===== config.mk =====
export PLATFORM = sky130hd
export DESIGN_NAME = dlc_omi_rx_bist_ctl
export DESIGN_NICKNAME = d
export VERILOG_FILES = /design/src/rtl/dlc_omi_rx_bist_ctl.sv
export SDC_FILE = /design/constraint.sdc
export NUM_CORES = 1
export LEC_CHECK = 0
export ABC_AREA = 1
export CAP_MARGIN = 20
export CORE_MARGIN = 2
export CORE_UTILIZATION = 58
export DETAILED_ROUTE_END_ITERATION = 10
export PLACE_DENSITY = 0.85
export SYNTH_ARGS = -nofsm -noshare
export SYNTH_HDL_FRONTEND = slang
export SYNTH_SLANG_ARGS = --single-unit
export TNS_END_PERCENT = 20

===== constraint.sdc =====
create_clock -name phy_dl_clock -period 4.4 [get_ports phy_dl_clock]
set_clock_uncertainty 0.05 [all_clocks]
set_input_delay 0.88 -clock phy_dl_clock [delete_from_list [all_inputs] [get_ports phy_dl_clock]]
set_output_delay 0.88 -clock phy_dl_clock [all_outputs]
set_load 0.05 [all_outputs]

===== src/rtl/dlc_omi_rx_bist_ctl.sv =====
// Receive-side link BIST sequencer: holds the per-lane PRBS7 checkers in reset, lets them settle,
// opens a check window, then reports per-lane fail mask, pass flag and the first error cycle.
module dlc_omi_rx_bist_ctl #(
    parameter int LANES  = 8,
    parameter int CNT_W  = 16,
    parameter int SETTLE = 16
) (
    input  logic             phy_dl_clock,
    input  logic             omi_reset_n,
    input  logic             omi_enable,
    input  logic             bist_start,
    input  logic             bist_abort,
    input  logic [CNT_W-1:0] bist_window,
    input  logic [LANES-1:0] lane_mask,
    input  logic [LANES-1:0] prbs_error_in,
    output logic [LANES-1:0] rx_bist_reset,
    output logic             bist_busy,
    output logic             bist_done,
    output logic             bist_pass,
    output logic [LANES-1:0] bist_fail_lanes,
    output logic             bist_err_seen,
    output logic [CNT_W-1:0] bist_first_err_cnt,
    output logic [2:0]       dbg_state_o
);

    typedef enum logic [2:0] {
        S_IDLE  = 3'd0,
        S_SYNC  = 3'd1,
        S_RUN   = 3'd2,
        S_DRAIN = 3'd3,
        S_DONE  = 3'd4
    } state_t;

    localparam logic [7:0]       SETTLE_LAST = 8'(SETTLE - 1);
    localparam logic [CNT_W-1:0] CNT_ONE     = CNT_W'(1);

    state_t           state_q, state_d;
    logic [LANES-1:0] mask_q, mask_d;
    logic [CNT_W-1:0] win_q, win_d;
    logic [7:0]       settle_q, settle_d;
    logic [CNT_W-1:0] run_cnt_q, run_cnt_d;
    logic             drain_q, drain_d;
    logic             done_q, done_d;
    logic             pass_q, pass_d;
    logic [LANES-1:0] fail_q, fail_d;
    logic             err_seen_q, err_seen_d;
    logic [CNT_W-1:0] first_q, first_d;

    logic [LANES-1:0] err_masked;
    logic             capture_ok;

    assign err_masked = prbs_error_in & mask_q;
    // The first RUN cycle is skipped: the checker is still clearing its sticky error then.
    assign capture_ok = (state_q == S_DRAIN) || ((state_q == S_RUN) && (run_cnt_q != '0));

    always_comb begin
        state_d    = state_q;
        mask_d     = mask_q;
        win_d      = win_q;
        settle_d   = settle_q;
        run_cnt_d  = run_cnt_q;
        drain_d    = drain_q;
        done_d     = 1'b0;
        pass_d     = pass_q;
        fail_d     = fail_q;
        err_seen_d = err_seen_q;
        first_d    = first_q;

        if (bist_abort) begin
            state_d = S_IDLE;
        end else begin
            case (state_q)
                S_IDLE: begin
                    if (bist_start) begin
                        mask_d     = lane_mask;
                        win_d      = (bist_window == '0) ? CNT_ONE : bist_window;
                        fail_d     = '0;
                        pass_d     = 1'b0;
                        err_seen_d = 1'b0;
                        first_d    = '0;
                        settle_d   = '0;
                        run_cnt_d  = '0;
                        if (lane_mask != '0) begin
                            state_d = S_SYNC;
                        end else begin
                            state_d = S_DONE;
                            done_d  = 1'b1;
                        end
                    end
                end
                S_SYNC: begin
                    if (settle_q == SETTLE_LAST) begin
                        state_d   = S_RUN;
                        run_cnt_d = '0;
                    end else begin
                        settle_d = settle_q + 8'd1;
                    end
                end
                S_RUN, S_DRAIN: begin
                    run_cnt_d = (run_cnt_q == '1) ? run_cnt_q : run_cnt_q + CNT_ONE;
                    if (capture_ok && !err_seen_q && (err_masked != '0)) begin
                        err_seen_d = 1'b1;
                        first_d    = run_cnt_q;
                    end
                    if (state_q == S_RUN) begin
                        if (run_cnt_q == win_q - CNT_ONE) begin
                            state_d = S_DRAIN;
                            drain_d = 1'b0;
                        end
                    end else if (drain_q) begin
                        // Results are registered on entry to DONE so they are valid with the done pulse.
                        state_d = S_DONE;
                        done_d  = 1'b1;
                        fail_d  = err_masked;
                        pass_d  = (mask_q != '0) && (err_masked == '0);
                    end else begin
                        drain_d = 1'b1;
                    end
                end
                S_DONE: state_d = S_IDLE;
                default: state_d = S_IDLE;
            endcase
        end
    end

    always_ff @(posedge phy_dl_clock or negedge omi_reset_n) begin
        if (!omi_reset_n) begin
            state_q    <= S_IDLE;
            mask_q     <= '0;
            win_q      <= CNT_ONE;
            settle_q   <= '0;
            run_cnt_q  <= '0;
            drain_q    <= 1'b0;
            done_q     <= 1'b0;
            pass_q     <= 1'b0;
            fail_q     <= '0;
            err_seen_q <= 1'b0;
            first_q    <= '0;
        end else if (omi_enable) begin
            state_q    <= state_d;
            mask_q     <= mask_d;
            win_q      <= win_d;
            settle_q   <= settle_d;
            run_cnt_q  <= run_cnt_d;
            drain_q    <= drain_d;
            done_q     <= done_d;
            pass_q     <= pass_d;
            fail_q     <= fail_d;
            err_seen_q <= err_seen_d;
            first_q    <= first_d;
        end
    end

    assign rx_bist_reset      = ((state_q == S_RUN) || (state_q == S_DRAIN)) ? ~mask_q : '1;
    assign bist_busy          = (state_q == S_SYNC) || (state_q == S_RUN) || (state_q == S_DRAIN);
    assign bist_done          = done_q;
    assign bist_pass          = pass_q;
    assign bist_fail_lanes    = fail_q;
    assign bist_err_seen      = err_seen_q;
    assign bist_first_err_cnt = first_q;
    assign dbg_state_o        = state_q;

endmodule


Word-level counts from Yosys, hierarchy flattened
Cells that the tools add are included.

Flip-flop bits (word level): 79. Input bits: 37.

Mux-type cells: 36. Eq/ne operators: 18. Add/subtract/negate cells: 3. Reduce and logical (&&, ||, !) cells: 27. Bitwise gates (word level): 3.

Operators by type and width (number): 2-to-1 mux 16 bit (5); one-hot mux 16 bit (3 select lines) (1); 2-to-1 mux 8 bit (5); one-hot mux 16 bit (2 select lines) (1); one-hot mux 8 bit (2 select lines) (2); nonzero test 8 bit (3); 2-to-1 mux 3 bit (7); adder 16 x 1 -> 16 bit, second input constant (1); == test 16 bit (1); == test 16 bit, second input constant (1); logical NOT 16 bit (1); nonzero test 16 bit (1); subtractor 16 x 1 -> 16 bit, second input constant (1); AND reduction 5 bit (3); inequality test 2 bit, second input constant (7); AND reduction 6 bit (2); 2-to-1 mux 1 bit (11); one-hot mux 3 bit (3 select lines) (1); adder 8 x 1 -> 8 bit, second input constant (1); bitwise AND 8 bit (1); == test 8 x 4 -> 1 bit, second input constant (1); logical NOT 8 bit (1); inequality test 4 bit, second input constant (2); inverter 8 bit (1); other kinds (14) (26).

Logic depth before layout (Yosys ltp)
Depth after elaboration: 7. Depth in mapped cells: 18. Depth with buffers taken out: 18.

Worst setup path before layout
No wires, ideal clock.

Kind: register to output. From: register state_q[1] (netlist: dbg_state_o[1]). To: output bist_busy. Arrival time: 1744 ps. Required time: 3470 ps. Stages on the path, launching flop included: 3. Path slack: 1726 ps. Buffers on the path: 0. Path through: dfrtp_1 > inv_1 > a21oi_1.

Cells in the longest elaborated chain, start to end: 3. Elaborated cells on any way between the ends: 5. Classes of those cells: 3 x eq/ne; 2 x reduce/logical.

Ends and longest elaborated chain: start, declared (RTL line 37) `state_t state_q, state_d;`; start signal, assigned (RTL line 140) `state_q <= state_d;`; == test 3 x 1 -> 1 bit / == test 3 x 2 -> 1 bit (equally long branches) (RTL line 155) `assign bist_busy = (state_q == S_SYNC) || (state_q == S_RUN) || (state_q == S_DRAIN);`; logical OR 1 bit (RTL line 155); logical OR 1 bit (*) (RTL line 155); end, declared (RTL line 17) `output logic bist_busy,`.

Every way passes the cells marked *; elsewhere a longest branch is shown, timed or not.

Worst setup path in the final report
From: register state_q[1] (netlist: dbg_state_o[1]). To: output rx_bist_reset[2].

Cells in the longest elaborated chain, start to end: 3. Elaborated cells on any way between the ends: 4. Classes of those cells: 2 x eq/ne; 1 x mux; 1 x reduce/logical.

Ends and longest elaborated chain: == test 3 x 2 -> 1 bit (RTL line 154) `assign rx_bist_reset = ((state_q == S_RUN) || (state_q == S_DRAIN)) ? ~mask_q : '1;`; logical OR 1 bit (*) (RTL line 154); 2-to-1 mux 8 bit (*) (RTL line 154); end, declared (RTL line 16) `output logic [LANES-1:0] rx_bist_reset,`.

Marked as above.

==> results by group <==
CTS
  • TritonCTS clock tree: yes
  • Clock Latency Late Sink: 0.36 ns
  • Post-CTS setup repair buffer count: 0
  • Total clock sinks: 79
  • H-tree Lvls: 3
  • # resized after CTS: 0
  • Clock root buffer: clkbuf_8
  • Num CTS Buffers: 9
  • Clock buffer depth: 2
  • CTS Hold Bufs: 0
  • Reg clk slew, reported paths: 0.08 ns

Critical path
  • Largest fanout on the critical path: 34
  • Largest stage delay, worst path: 0.74 ns
  • Worst EP required: 3.47 ns
  • Worst EP arrival: 2.42 ns
  • Crit. End Element: output pin
  • Top delay family on crit path: buffers and inverters
  • Number of buffers and inverters on the critical path: 2
  • Worst setup path class: flop to output pin
  • CP max-delay cell: clkdlybuf4s50_1
  • Cell count along the critical path: 4
  • CP Cell Sequence: nand2_2 > inv_2 > nand2_1 > clkdlybuf4s50_1
  • Worst-case reg-to-reg path depth: 11
  • Kind of start point of the critical path: flop

Pwr
  • Sequential Power Share: 34.8%
  • VDD IR max: 306.0 µV
  • Leakage: 2.509 nW
  • Int Pwr: 1.805 mW
  • Power share of the combinational group: 45.3%
  • Sw Ratio: 45.13%
  • Switching Power: 1.485 mW
  • Power share of the clock group: 19.8%
  • Pwr dens: 595.6 mW/mm²

Synthesis
  • Cell taking the most area after synthesis: dfrtp_1
  • Unique masters post-synth: 39
  • Synth top area cells: dfrtp_1, nand2_1, inv_1
  • Synth Cell Area: 0.004518 mm²
  • Commonest cells in the synthesized netlist: nand2_1, dfrtp_1, inv_1
  • Synth Register Bits: 79
  • Count leader, synth: nand2_1
  • Asr flop ratio synth: 100.0%
  • Post-Syn Nets: 664
  • Post-synth top area share: 43.20%
  • Sequential fraction of the synthesis area: 43.78%
  • Synth Instances: 623
  • Post-synthesis average cell area: 7.252 µm²
  • Dominant synthesized flop cell: dfrtp_1
  • Post-synth EDFFs: 0
  • Synth Warn #: 0

Placed design
  • HPWL Detailed: 7908 µm
  • Placer Congestion: 0.8910
  • Post-DP Area: 0.005288 mm²
  • Port bufs: 75

Outcome
  • Status: complete, no violations

Global route
  • Number of global-route vias before repair: 3,950
  • Initial antenna violation count: 0
  • Grt ovf: 0
  • Largest net degree at the start of global routing: 80
  • Total track usage: 26.16%
  • Global-route wire length before repair: 17,780 µm

Die
  • Die Y: 92.26 µm
  • Core Rows: 32
  • Initial core utilization: 59.08%
  • Chip width: 92.26 µm
  • Io pins: 76
  • Total core area: 0.007647 mm²
  • Die area: 0.008512 mm²

Routing
  • Drt total wl: 10,680 µm
  • DRT iter0 DRCs: 311
  • Drt wl/cell: 13.41 µm
  • ANT nets after route: 0
  • Pre-Repair DR Iteration Count: 5
  • Vias per cell: 5.312
  • DRC: 0
  • Total number of vias: 4,228

Finish
  • Antenna diodes: 0
  • Layout Area Growth over Synthesis: 22.29%
  • Area of the multi-input gates: 0.002171 mm²
  • Design Area, Final: 0.005525 mm²
  • Fin nets: 730
  • Share of cells above drive strength 1: 6.484%
  • Fill count: 592
  • FF+latch area: 0.001978 mm²

Timing
  • Pin slew with the least headroom to its limit: 0.9812 ns
  • Slew Limit Fails: 0
  • Fin crit share: 76.23%
  • Final setup violation count: 0
  • Final Hold Fails: 0
  • Min cycle time layout: 3.354 ns
  • Max-slew headroom: 34.58%
  • Fmax: 298.2 MHz
  • Setup tns final: 0 ns
  • RSZ-0062 raised after global routing: no

Min path
  • Worst hold path class: flop to flop
  • Worst hold path depth: 2

Run
  • MaxCap Viol Count: 0
[layout make-up]
type                       instances  share of cell area (%)
timing repair buffer              76                   13.68
sequential                        79                   35.80
clock buffer                      11                   2.378
inverter                          68                   4.620
tap                              102                   2.310
clock inverter                     5                   1.925
multi-input combinational        455                   39.29
[cells in the final DEF, fill, tap and decap left out, types with 2 or more instances in the layout]
| cell type | instances |
|---|---|
| xnor2_1 | 9 |
| nor2_2 | 8 |
| nand4_1 | 8 |
| nand3_2 | 2 |
| clkbuf_8 | 9 |
| ha_1 | 4 |
| o21ai_0 | 31 |
| nand2_2 | 2 |
| buf_4 | 2 |
| bufinv_16 | 3 |
| and2_1 | 2 |
| o31ai_1 | 2 |
| nor2_1 | 56 |
| clkdlybuf4s50_1 | 74 |
| dfrtp_1 | 78 |
| clkbuf_1 | 2 |
| a21oi_1 | 26 |
| inv_1 | 61 |
| nand2_1 | 212 |
| xor2_1 | 9 |
| nand3b_1 | 4 |
| nor3_1 | 14 |
| inv_2 | 7 |
| nor4_1 | 13 |
| nand3_1 | 25 |
| o21a_1 | 2 |
| nor3_2 | 4 |
| o21ai_1 | 12 |
[cells by family after synthesis]
| group | count (synthesis) | share of synthesized area [%] |
|---|---|---|
| and+or+nand+nor | 355 | 34.31 |
| buffers and inverters | 89 | 8.170 |
| DFF | 79 | 43.78 |
| AOI/OAI and AO/OA | 78 | 9.139 |
| xor gates and xnor gates | 18 | 3.490 |
| adders and majority gates | 4 | 1.108 |
[sequential cells by signal, indices dropped and copies added (netlist names)]
signal              cells
bist_first_err_cnt     16
mask_q                  8
run_cnt_q              16
bist_pass               1
drain_q                 1
bist_fail_lanes         8
bist_err_seen           1
settle_q                8
dbg_state_o             3
win_q                  16
bist_done               1
[power by group through the flow]
stage / combinational [mW] / sequential (mW) / clock [mW]
6_report: 1.49 / 1.15 / 0.653
5_1_grt: 1.65 / 1.17 / 0.687
4_1_cts: 1.49 / 1.14 / 0.656
3_5_place_dp: 1.48 / 1.15 / 0
3_3_place_gp: 1.43 / 1.15 / 0
2_1_floorplan: 0.908 / 1.29 / 0
[worst reg2reg max path: stages, from the launching register on]
cell and delay [ns]:
dfrtp_1 0.56, nand2_2 0.22, inv_2 0.44, nand2_1 0.15
nor3_2 0.17, nand3_1 0.14, nand3_2 0.23, inv_2 0.15
nand2_1 0.13, nor2_1 0.08, a21oi_1 0.12, o21a_1 0.13
[metrics by stage]
step	utilization (%)	setup WS [ns]	hold WS (ns)	total power [mW]	cells
2_1_floorplan	-	1.726	0.4061	2.201	623
3_3_place_gp	69.14	1.352	0.4162	2.575	780
3_5_place_dp	69.14	1.179	0.4280	2.630	780
4_1_cts	72.25	1.048	0.4464	3.284	796
5_1_grt	72.25	0.9115	0.4564	3.507	796
6_report	72.25	1.046	0.4409	3.291	796
[layer usage]
metal	vias up	routed length [µm]	track usage (%)
li1	2121	-	-
met1	1949	4974	36.82
met2	137	5036	42.10
met3	21	469	3.369
met4	0	196	8.955
met5	-	0	0
[worst paths after layout]
check                                                    from                            endpoint  slack [ns]
setup / recovery                   dbg_state_o[1]$_DFFE_PN0P_                    rx_bist_reset[2]        1.05
hold / removal             bist_first_err_cnt[11]$_DFFE_PN0P_  bist_first_err_cnt[11]$_DFFE_PN0P_        0.44
setup reg to reg                   dbg_state_o[1]$_DFFE_PN0P_           run_cnt_q[10]$_DFFE_PN0P_        1.78
hold reg to reg            bist_first_err_cnt[11]$_DFFE_PN0P_  bist_first_err_cnt[11]$_DFFE_PN0P_        0.44
max in group asynchronous                         omi_reset_n           bist_err_seen$_DFFE_PN0P_        3.04
min in group asynchronous                         omi_reset_n               win_q[12]$_DFFE_PN0P_        0.64
Note: power is estimated with default switching activity, not from simulation.
